## config.mk

```make
export PLATFORM = sky130hd
export DESIGN_NAME = alu_operand_loader_flat
export DESIGN_NICKNAME = d
export VERILOG_FILES = /design/src/rtl/alu_operand_loader_if.sv /design/src/rtl/alu_operand_loader.sv /design/src/flat_wrapper.sv
export SDC_FILE = /design/constraint.sdc
export NUM_CORES = 1
export LEC_CHECK = 0
export BUFFER_PORTS_ARGS = -buffer_cell sky130_fd_sc_hd__buf_2
export CAP_MARGIN = 20
export CORE_UTILIZATION = 47
export DETAILED_ROUTE_END_ITERATION = 6
export MAX_ROUTING_LAYER = met4
export PLACE_DENSITY_LB_ADDON = 0.25
export SYNTH_ARGS = -nofsm -noshare
export SYNTH_HDL_FRONTEND = slang
export SYNTH_SLANG_ARGS = --single-unit
```

## constraint.sdc

```tcl
create_clock -name clk -period 1.9 [get_ports clk]
set_clock_uncertainty 0.15 [all_clocks]
set_input_delay 0.19 -clock clk [delete_from_list [all_inputs] [get_ports clk]]
set_output_delay 0.19 -clock clk [all_outputs]
set_load 0.1 [all_outputs]
```

## src/rtl/alu_operand_loader_if.sv

```systemverilog
// Operand loader bus: serial beat input on one side, A/B pair output on the other.
// Both sides use valid/ready: a transfer happens on a rising clk edge where valid and ready are both 1.
interface alu_operand_loader_if #(
  parameter int WIDTH = 4,
  parameter int CNT_W = 8
);
  logic [WIDTH-1:0] in_data;
  logic             in_valid;
  logic             in_ready;
  logic             flush;
  logic [WIDTH-1:0] out_a;
  logic [WIDTH-1:0] out_b;
  logic             out_valid;
  logic             out_ready;
  logic [CNT_W-1:0] pair_count;

  modport master (
    output in_data, in_valid, flush, out_ready,
    input  in_ready, out_a, out_b, out_valid, pair_count
  );

  modport slave (
    input  in_data, in_valid, flush, out_ready,
    output in_ready, out_a, out_b, out_valid, pair_count
  );
endinterface

```

## src/rtl/alu_operand_loader.sv

```systemverilog
// Collects two serial beats (A then B) into an operand pair for the ALU bitwise stage.
// state_dbg encoding: 0 = EMPTY, 1 = HAVE_A, 2 = FULL.
module alu_operand_loader #(
  parameter int WIDTH = 4,
  parameter int CNT_W = 8
) (
  input  logic                 clk,
  input  logic                 rst_n,
  alu_operand_loader_if.slave  bus,
  output logic [1:0]           state_dbg
);

  typedef enum logic [1:0] {
    EMPTY  = 2'd0,
    HAVE_A = 2'd1,
    FULL   = 2'd2
  } state_e;

  state_e           state_q, state_d;
  logic [WIDTH-1:0] a_q, a_d;
  logic [WIDTH-1:0] b_q, b_d;
  logic [CNT_W-1:0] cnt_q, cnt_d;
  logic             in_ready;
  logic             accept;
  logic             issue;

  assign bus.out_a      = a_q;
  assign bus.out_b      = b_q;
  assign bus.out_valid  = (state_q == FULL);
  assign bus.pair_count = cnt_q;
  assign bus.in_ready   = in_ready;
  assign state_dbg      = state_q;

  // In FULL the slot frees up only when the pair leaves, so ready follows out_ready.
  always_comb begin
    in_ready = 1'b0;
    if (rst_n && !bus.flush) begin
      case (state_q)
        EMPTY, HAVE_A: in_ready = 1'b1;
        FULL:          in_ready = bus.out_ready;
        default:       in_ready = 1'b0;
      endcase
    end
  end

  assign accept = bus.in_valid && in_ready;
  assign issue  = (state_q == FULL) && bus.out_ready;

  always_comb begin
    state_d = state_q;
    a_d     = a_q;
    b_d     = b_q;
    cnt_d   = cnt_q;
    if (issue) begin
      cnt_d = cnt_q + {{(CNT_W-1){1'b0}}, 1'b1};
    end
    case (state_q)
      EMPTY: begin
        if (accept) begin
          a_d     = bus.in_data;
          state_d = HAVE_A;
        end
      end
      HAVE_A: begin
        if (accept) begin
          b_d     = bus.in_data;
          state_d = FULL;
        end
      end
      FULL: begin
        if (issue && accept) begin
          a_d     = bus.in_data;
          state_d = HAVE_A;
        end else if (issue) begin
          state_d = EMPTY;
        end
      end
      default: state_d = EMPTY;
    endcase
    // Flush drops any held operand; accept is already blocked, operand regs keep their values.
    if (bus.flush) begin
      state_d = EMPTY;
    end
  end

  always_ff @(posedge clk) begin
    if (!rst_n) begin
      state_q <= EMPTY;
      a_q     <= '0;
      b_q     <= '0;
      cnt_q   <= '0;
    end else begin
      state_q <= state_d;
      a_q     <= a_d;
      b_q     <= b_d;
      cnt_q   <= cnt_d;
    end
  end

endmodule

```

## src/flat_wrapper.sv

```systemverilog
// flat-port wrapper written by rule: the top's interface ports become plain ports
module alu_operand_loader_flat 
#(
  parameter int WIDTH = 4,
  parameter int CNT_W = 8
)
  (clk, rst_n, state_dbg, bus_in_data, bus_in_valid, bus_flush, bus_out_ready, bus_in_ready, bus_out_a, bus_out_b, bus_out_valid, bus_pair_count);
  alu_operand_loader_if #(.WIDTH(WIDTH), .CNT_W(CNT_W)) bus_i ();
  input  logic clk;
  input  logic rst_n;
  output logic [1:0] state_dbg;
  input wire logic [$bits(bus_i.in_data)-1:0] bus_in_data;
  input wire logic [$bits(bus_i.in_valid)-1:0] bus_in_valid;
  input wire logic [$bits(bus_i.flush)-1:0] bus_flush;
  input wire logic [$bits(bus_i.out_ready)-1:0] bus_out_ready;
  output wire logic [$bits(bus_i.in_ready)-1:0] bus_in_ready;
  output wire logic [$bits(bus_i.out_a)-1:0] bus_out_a;
  output wire logic [$bits(bus_i.out_b)-1:0] bus_out_b;
  output wire logic [$bits(bus_i.out_valid)-1:0] bus_out_valid;
  output wire logic [$bits(bus_i.pair_count)-1:0] bus_pair_count;
  assign bus_i.in_data = bus_in_data;
  assign bus_i.in_valid = bus_in_valid;
  assign bus_i.flush = bus_flush;
  assign bus_i.out_ready = bus_out_ready;
  assign bus_in_ready = bus_i.in_ready;
  assign bus_out_a = bus_i.out_a;
  assign bus_out_b = bus_i.out_b;
  assign bus_out_valid = bus_i.out_valid;
  assign bus_pair_count = bus_i.pair_count;
  alu_operand_loader #(.WIDTH(WIDTH), .CNT_W(CNT_W)) u_core (.clk(clk), .rst_n(rst_n), .bus(bus_i), .state_dbg(state_dbg));
endmodule
```

==> out/qor.csv, run 1 <==
metric,value,unit
grt_start_max_net_pins,16,
placed_area,996.0,µm²
grt_pass1_wl,3.353,mm
power-per-cell-area,688.0,nW/µm²
synth_top_area_share,44.44,%
r2r-end,u_core.bus.pair_count[5]$_SDFFE_PN0N_,
pwr-share-comb,14.1,%
rr_worst_depth,3,
p_switching,0.2048,mW
fmax,0.5601,GHz
htreeDepth,1,
hp-start,bus_in_data[1],
start_util,52.01,%
min_path_type,in -> reg,
grt_pass1_vias,760,
pwr-share-clk,32.8,%
syn-num-nets,101,
fin_area,1062,µm²
path_buf_inv,1,
synth_top_area_cell,dfxtp_1,
core.rowCount,14,
synth-seq-cells,18,
syn-cell-area,810.8,µm²
period_needed,1.785,ns
yosys-top-cells-area,"dfxtp_1 44%, a21oi_1 9.3%, o21ai_0 6.2%",
whs_endpoint,u_core.bus.out_b[1]$_SDFFE_PN0P_,
dp_cells,134,
place_hpwl,1.346,mm
critPathMaxFanout,10,
setup_violations,0,
critPathTopFamily,buffers and inverters,
worstPathCellList,nand2b_1 -> a21oi_4 -> buf_2,
critPathKind,reg -> out,
io_buffer_count,28,
violations,design-rule violations,
leakage,0.4840,nW
cts_sinks,18,
grtUsageTotal,24.28,%
place_congestion,0.8955,
tns,0,ns
crit_path_start_kind,flip-flop,
crit-reg2reg-launch,u_core.state_dbg[0]$_SDFFE_PP0P_,
postCtsSetupBuffers,0,
diodes,0,
finalHoldViolations,0,
io_pins,29,
grt_overflow,0,
syn_inst,91,
area_growth,31.02,%
die_x,43.54,µm
status,"complete, but fails checks",
stdcell_count,141,
clk_path_buf_depth,2,
fin_nets,136,
worstPathRequired,1.56,ns
drive_gt1_share,35.20,%
cts.root.buffer_cell,clkbuf_4,
cts_tree,yes,
antenna_found_initial,0,
ant_nets,0,
crit_path_end_kind,output pin,
yosys_warnings,0,
p_int,0.5261,mW
dr.first_iter.drc_count,23,
rsz0062_at_grt,false,
die_h,43.54,µm
swShare,28.02,%
maxCapViolCount,0,
fp.coreArea,1559,µm²
insertion_delay,0.30,ns
crit_arrival,1.45,ns
dieArea,1895,µm²
maxSlewViolCount,0,
worst_pin_slew,0.4871,ns
avgViaCountPerCell,5.723,
drt-pass1-iter-count,6,
vdd_drop_max,0.5805,mV
num_vias,807,
syn_area_per_cell,8.910,µm²
worst-r2r-setup-slack,0.38,ns
slowest_stage,buf_2,
cts_buffers,3,
power,0.7309,mW
cts.clk_slew.worst_paths,0.10,ns
routed_wl,1.945,mm
relSlewSlack,67.75,%
ys_seq_area_share,44.44,%
max_stage_delay,0.43,ns
holdPathStages,3,
drc,3,
ys_types,24,
layout_common_cells,"28 x buf_2, 14 x a21oi_1, 10 x o21ai_0, 10 x dfxtp_1, 9 x nand3_1",
cts_resized,0,
fillCellCount,136,
wire_per_inst,13.79,µm
p_seq_share,53.1,%
mostFrequentLayoutCell,buf_2,
fin_crit_sh,93.97,%
-- area by class of cell --
type	instances	area (µm²)	area share, %
clock buffers	4	36.28	3.416
well taps	16	20.02	1.885
repair buffers	31	170.2	16.02
inverters	4	15.01	1.413
flip-flops and latches	18	370.4	34.86
multi-input cells	68	450.4	42.40
-- repair_timing --
| action | in CTS | in global routing |
|---|---|---|
| hold buffers | 3 | 0 |
| hold endpoints to repair | 4 | 0 |
| setup endpoints to repair | 0 | 0 |
-- worst min-delay path: stages --
cell	delay, ns
buf_2	0.11
nand3_1	0.07
a21oi_1	0.06
-- flip-flops by register name, indices dropped and copies added, names as in the netlist --
| signal | count |
|---|---|
| u_core.state_dbg | 2 |
| u_core.bus.pair_count | 8 |
| u_core.bus.out_a | 4 |
| u_core.bus.out_b | 4 |
-- synthesized netlist by cell type --
cell type and count:
nor4_1 1, nand4b_4 1, nand3_1 9, nor2b_1 3, mux2i_1 2, nand2_1 3, xor2_1 2, o31ai_1 3
nand2b_1 4, nand4bb_1 1, inv_1 4, and4bb_2 1, and3b_1 1, o21ai_0 10, clkbuf_1 1, dfxtp_1 18
or2b_1 1, or4_1 3, a21oi_1 15, ha_1 1, or3_1 2, nand3b_1 2, nor2_1 2, and2_1 1
-- routing by layer --
metal | track usage (%) | vias to the layer above | part of all wire (%)
met4 | 10.00 | 0 | 2.1
met3 | 2.917 | 7 | 5.2
met5 | - | - | 0
li1 | - | 402 | -
met2 | 35.15 | 33 | 44
met1 | 34.29 | 365 | 48
-- cell families after synthesis --
| group | Yosys count | synth area share (%) |
|---|---|---|
| buffers and inverters | 5 | 2.314 |
| flip-flops | 18 | 44.44 |
| multiplexers | 2 | 2.469 |
| AND/OR/NAND/NOR | 35 | 28.86 |
| XOR/XNOR | 2 | 2.161 |
| adder cells (fa/ha/maj) | 1 | 1.543 |
| AO/OA/AOI/OAI | 28 | 18.21 |
-- power by group through the flow --
stage / clock network (mW) / logic (mW) / registers (mW)
global placement: 0 / 0.0957 / 0.396
detailed placement: 0 / 0.0969 / 0.397
floorplan: 0 / 0.0364 / 0.432
CTS: 0.240 / 0.102 / 0.388
finish: 0.240 / 0.103 / 0.388
global route: 0.251 / 0.110 / 0.389
-- worst max path at each step --
stage                                startpoint                               endpoint  slack, ns  cells after the start
3_3_place_gp   u_core.state_dbg[0]$_SDFFE_PP0P_  u_core.bus.pair_count[5]$_SDFFE_PN0N_       0.43                      3
5_1_grt        u_core.state_dbg[0]$_SDFFE_PP0P_                           bus_in_ready       0.06                      3
4_1_cts        u_core.state_dbg[0]$_SDFFE_PP0P_                           bus_in_ready       0.11                      3
2_1_floorplan  u_core.state_dbg[1]$_SDFFE_PP0P_       u_core.state_dbg[1]$_SDFFE_PP0P_       0.04                      3
6_report       u_core.state_dbg[0]$_SDFFE_PP0P_                           bus_in_ready       0.11                      3
3_5_place_dp   u_core.state_dbg[0]$_SDFFE_PP0P_  u_core.bus.pair_count[5]$_SDFFE_PN0N_       0.39                      3
-- through the flow --
stage	util [%]	hold WS, ns	setup slack [ns]
global route	68.14	0.03054	0.06302
global placement	63.88	0.3093	0.4325
floorplan	-	0.1876	0.03832
detailed placement	63.88	0.3114	0.3936
finish	68.14	0.02038	0.1146
CTS	68.14	0.007729	0.1082
(Power assumes the default switching activity.)
==> inputs of run 2 (changes only) <==
CORE_UTILIZATION = 50   (was 47)
CTS_BUF_LIST = sky130_fd_sc_hd__clkbuf_2 sky130_fd_sc_hd__clkbuf_4 sky130_fd_sc_hd__clkbuf_8   (was unset)
GPL_ROUTABILITY_DRIVEN = 1   (was unset)
==> run 2 against run 1 <==
Against the previous run: the flow now finishes without violations; combinational power hardly changed; register-to-register slack hardly changed; cell area stayed put; die area is 5.7% lower; clock power is 2% lower; cell count stayed put; critical path depth stayed put; critical endpoint unchanged.
==> out/qor.csv, run 2 (synthesis results as in run 1) <==
metric,value,unit,change
cts.root.buffer_cell,clkbuf_4,,
drive_gt1_share,35.20,%,unchanged
period_needed,1.761,ns,-0.02477 ns
worstPathRequired,1.56,ns,about the same
pwr-share-comb,14.1,%,about the same
p_switching,0.1997,mW,-2.5%
setup_ws,0.1393,ns,+0.02477 ns
insertion_delay,0.30,ns,about the same
dr.first_iter.drc_count,15,,-35%
io_buffer_count,28,,unchanged
dieArea,1787,µm²,-5.7%
grt_pass1_wl,3.029,mm,-9.7%
utilization,70.52,%,+2.4 points
area_growth,31.02,%,unchanged
place_congestion,0.7749,,-13%
core.rowCount,14,,unchanged
finalHoldViolations,0,,unchanged
critPathMaxFanout,10,,unchanged
routed_wl,1.818,mm,-6.5%
critPathKind,reg -> out,,
die_h,42.27,µm,-2.9%
leakage,0.4840,nW,unchanged
wire_per_inst,12.89,µm,-6.5%
pre_cts_ws,0.4084,ns,+0.01483 ns
maxSlewViolCount,0,,unchanged
diodes,0,,unchanged
clk_path_buf_depth,2,,unchanged
drt-pass1-iter-count,4,,-2
start_util,53.82,%,+1.8 points
p_int,0.5260,mW,about the same
crit_path_start_kind,flip-flop,,
antenna_found_initial,0,,unchanged
power-per-cell-area,683.1,nW/µm²,-0.71%
fin_crit_sh,92.67,%,-1.3 points
layout_common_cells,"28 x buf_2, 14 x a21oi_1, 10 x o21ai_0, 10 x dfxtp_1, 9 x nand3_1",,
p_seq_share,53.4,%,+0.3 points
avgViaCountPerCell,5.617,,-1.9%
ant_nets,0,,unchanged
htreeDepth,1,,unchanged
cts_buffers,3,,unchanged
crit_arrival,1.42,ns,-0.03 ns
fin_nets,136,,unchanged
fp.coreArea,1506,µm²,-3.4%
largest_register_ffs,8,,unchanged
cts_tree,yes,,
setup_violations,0,,unchanged
maxCapViolCount,0,,unchanged
vdd_drop_max,0.3983,mV,-31%
grtUsageTotal,22.51,%,-1.8 points
max_stage_delay,0.43,ns,about the same
fmax,0.5680,GHz,+1.4%
slowest_stage,buf_2,,
cts_sinks,18,,unchanged
worst_pin_slew,0.4942,ns,+0.007096 ns
power,0.7257,mW,-0.71%
drc,0,,-3
status,completed,,
relSlewSlack,67.28,%,-0.47 points
crit_path_end_kind,output pin,,
worstPathCellList,nand2b_1 -> a21oi_4 -> buf_2,,
fillCellCount,127,,-6.6%
die_x,42.27,µm,-2.9%
tns,0,ns,unchanged
min_path_type,in -> reg,,
num_vias,792,,-1.9%
swShare,27.52,%,-0.50 points
grt_start_max_net_pins,16,,unchanged
stdcell_count,141,,unchanged
seqCellArea,370.4,µm²,unchanged
mostFrequentLayoutCell,buf_2,,
rsz0062_at_grt,false,,
place_hpwl,1.317,mm,-2.1%
cts.clk_slew.worst_paths,0.10,ns,about the same
multi_input_area,450.4,µm²,unchanged
grt_pass1_vias,690,,-9.2%
pwr-share-clk,32.4,%,-0.4 points
dp_cells,134,,unchanged
grt_overflow,0,,unchanged
postCtsSetupBuffers,0,,unchanged
io_pins,29,,unchanged
run 2: cell counts in the layout (fill, tap and decap cells not counted):
Identical to the previous run, type by type.
run 2: cell type report:
class | count | share of cell area [%]
tap | 16 | 1.885
sequential | 18 | 34.86
inverter | 4 | 1.413
multi-input combinational | 68 | 42.40
timing repair buffer | 31 | 16.02
clock buffer | 4 | 3.416
run 2: per-layer routing:
metal	wire (µm)	part of all wire [%]	global-route usage, %
met1	887	49	30.79
met2	817	45	34.46
met3	92	5.1	3.017
met4	20	1.1	7.500
met5	0	0	-
run 2: power by group through the flow:
stage / combinational [mW] / sequential, mW / clock [mW]
4_1_cts: 0.102 / 0.388 / 0.239
2_1_floorplan: 0.0364 / 0.432 / 0
6_report: 0.102 / 0.388 / 0.235
5_1_grt: 0.108 / 0.389 / 0.255
3_5_place_dp: 0.0969 / 0.397 / 0
3_3_place_gp: 0.0956 / 0.396 / 0
run 2: what timing repair did:
item | CTS | global route
resized for setup | 0 | 0
hold endpoints to repair | 4 | 0
hold buffers | 3 | 0
run 2: worst max-delay path: cells and delay by family, from the launching register on:
kind,cells,cell delay (ns)
buffers and inverters,1,0.43
and+or+nand+nor,1,0.19
AOI/OAI and AO/OA,1,0.12
DFF,1,0.39
run 2: worst paths after layout:
check	startpoint	to	slack, ns	cells past startpoint
max	u_core.state_dbg[0]$_SDFFE_PP0P_	bus_in_ready	0.14	3
max reg2reg	u_core.state_dbg[1]$_SDFFE_PP0P_	u_core.bus.pair_count[5]$_SDFFE_PN0N_	0.39	3
min	bus_in_data[3]	u_core.bus.out_b[3]$_SDFFE_PN0P_	0.001	3
min reg2reg	u_core.bus.pair_count[7]$_SDFFE_PN0N_	u_core.bus.pair_count[7]$_SDFFE_PN0N_	0.33	2
run 2: stage by stage:
stage,area [µm²],hold WS [ns]
after floorplan,839.6,0.1876
after global placement,996.0,0.3006
after detailed placement,996.0,0.3045
after CTS,1062,0.001327
after global routing,1062,0.009878
final,1062,0.001187
==> inputs of run 3 (changes only) <==
--- a/config.mk
+++ b/config.mk
@@ -9,3 +9,3 @@
 export CAP_MARGIN = 20
-export CORE_UTILIZATION = 50
+export CORE_UTILIZATION = 41
 export CTS_BUF_LIST = sky130_fd_sc_hd__clkbuf_2 sky130_fd_sc_hd__clkbuf_4 sky130_fd_sc_hd__clkbuf_8
==> constraint.sdc (replaced) <==
create_clock -name clk -period 1.9 [get_ports clk]
set_clock_uncertainty 0.15 [all_clocks]
set_input_delay 0.38 -clock clk [delete_from_list [all_inputs] [get_ports clk]]
set_output_delay 0.38 -clock clk [all_outputs]
set_load 0.1 [all_outputs]
==> run 3 against run 2 <==
Against the previous run: critical path depth down 1; worst hold slack improved by 0.19 ns; utilization down 11 points; cell count grew 4.3%; critical endpoint is now bus_out_valid; largest power group unchanged; cell area shrank 0.12%; non-clock buffer count shrank 3.
==> out/qor.csv, run 3 (synthesis results as in run 1) <==
metric,value,unit,change
status,completed,,
cts.clk_slew.worst_paths,0.10,ns,about the same
fin_crit_sh,94.03,%,+1.4 points
drc,0,,unchanged
relSlewSlack,67.69,%,+0.41 points
rr_worst_depth,3,,unchanged
core.rowCount,15,,+1
io_pins,29,,unchanged
critPathKind,reg -> out,,
dr.first_iter.drc_count,24,,+9
stdcell_count,147,,+4.3%
crit_path_end_kind,output pin,,
avgViaCountPerCell,5.354,,-4.7%
cts_buffers,3,,unchanged
io_buffer_count,28,,unchanged
critPathMaxFanout,9,,-1
die_x,46.47,µm,+9.9%
place_congestion,0.7388,,-4.7%
crit_path_start_kind,flip-flop,,
start_util,45.47,%,-8.3 points
grt_overflow,0,,unchanged
cts_tree,yes,,
fillCellCount,172,,+35%
die_h,46.47,µm,+9.9%
dp_cells,143,,+6.7%
area_growth,30.86,%,
fin_nets,133,,-2.2%
ctsHoldBuffers,0,,-3
worst_pin_slew,0.4841,ns,-0.01006 ns
finalHoldViolations,0,,unchanged
power-per-cell-area,683.4,nW/µm²,about the same
setup_violations,0,,unchanged
cts_sinks,18,,unchanged
seqCellArea,370.4,µm²,unchanged
crit_start,u_core.state_dbg[1]$_SDFFE_PP0P_,,
min_path_type,in -> reg,,
worst-r2r-setup-slack,0.36,ns,-0.03 ns
r2r-end,u_core.bus.pair_count[5]$_SDFFE_PN0N_,,
grt_pass1_wl,2.725,mm,-10%
antenna_found_initial,0,,unchanged
mostFrequentLayoutCell,buf_2,,
drive_gt1_share,36.07,%,+0.87 points
fp.coreArea,1783,µm²,+18%
dieArea,2159,µm²,+21%
maxSlewViolCount,0,,unchanged
wire_per_inst,11.91,µm,-7.6%
rsz0062_at_grt,false,,
fmax,0.5597,GHz,-1.5%
leakage,0.4748,nW,-1.9%
hp-start,bus_in_data[0],,
grt_start_max_net_pins,16,,unchanged
num_vias,787,,-0.63%
maxCapViolCount,0,,unchanged
crit_arrival,1.26,ns,-0.16 ns
crit-reg2reg-launch,u_core.state_dbg[0]$_SDFFE_PP0P_,,
clk_path_buf_depth,2,,unchanged
cts.root.buffer_cell,clkbuf_4,,
diodes,0,,unchanged
routed_wl,1.751,mm,-3.7%
ant_nets,0,,unchanged
place_hpwl,1.296,mm,-1.6%
power,0.7251,mW,about the same
grt_pass1_vias,648,,-6.1%
vdd_drop_max,0.3788,mV,-4.9%
multi_input_area,450.4,µm²,unchanged
grtUsageTotal,18.64,%,-3.9 points
drt-pass1-iter-count,4,,unchanged
worstPathRequired,1.37,ns,-0.19 ns
insertion_delay,0.29,ns,about the same
largest_register_ffs,8,,unchanged
layout_common_cells,"26 x buf_2, 14 x a21oi_1, 10 x o21ai_0, 10 x dfxtp_1, 9 x nand3_1",,
period_needed,1.787,ns,+0.02599 ns
htreeDepth,1,,unchanged
crit_end,bus_out_valid,,
## run 3: cell types whose count changed in the layout (fill, tap and decap cells not counted)
cell,delta
buf_2,-2
dlygate4sd3_1,-3
clkbuf_4,+1
buf_12,+1
## run 3: layer usage
layer / routed length [µm] / vias to the layer above / track usage (%)
met5: 0 / - / -
met3: 94 / 5 / 3.529
li1: - / 397 / -
met1: 836 / 356 / 24.64
met2: 779 / 29 / 26.11
met4: 40 / 0 / 10.59
## run 3: power by group
group | switching [mW] | total [mW] | internal (mW)
clock | 0.119 | 0.236 | 0.117
sequential | 0.00576 | 0.388 | 0.382
combinational | 0.0749 | 0.101 | 0.0264
## run 3: what timing repair did
item                       4_1_cts  5_1_grt
setup buffers                    0        0
resized for setup                0        1
setup endpoints to repair        0        1
## run 3: worst min path at each step
stage                                                  endpoint  slack [ns]  depth (start not counted)
after floorplan           u_core.bus.pair_count[7]$_SDFFE_PN0N_        0.38                          2
after global placement    u_core.bus.pair_count[7]$_SDFFE_PN0N_        0.30                          2
after detailed placement  u_core.bus.pair_count[7]$_SDFFE_PN0N_        0.31                          2
after CTS                      u_core.bus.out_a[0]$_SDFFE_PN0P_        0.18                          3
after global routing           u_core.bus.out_a[0]$_SDFFE_PN0P_        0.19                          3
final                          u_core.bus.out_a[0]$_SDFFE_PN0P_        0.20                          3
## run 3: area by class of cell
type	count	share of cell area, %
Clock buffer	4	3.420
Inverter	4	1.415
Timing Repair Buffer	28	14.86
Multi-Input combinational cell	68	42.45
Tap cell	25	2.948
Sequential cell	18	34.91
## run 3: critical path, cell delays in order (launching register included)
cell and delay [ns]:
dfxtp_2 0.45, nor2b_4 0.18, clkbuf_4 0.33
## run 3: per-stage QoR
stage	setup TNS, ns	hold WS, ns	setup slack, ns	area [µm²]	utilization (%)
5_1_grt	0	0.1933	0.04890	1061	59.51
6_report	0	0.1958	0.1133	1061	59.51
3_3_place_gp	0	0.2988	0.2542	1022	57.33
3_5_place_dp	0	0.3110	0.2519	1022	57.33
4_1_cts	0	0.1815	0.008586	1059	59.37
2_1_floorplan	-0.02691	0.3776	-0.02691	839.6	-
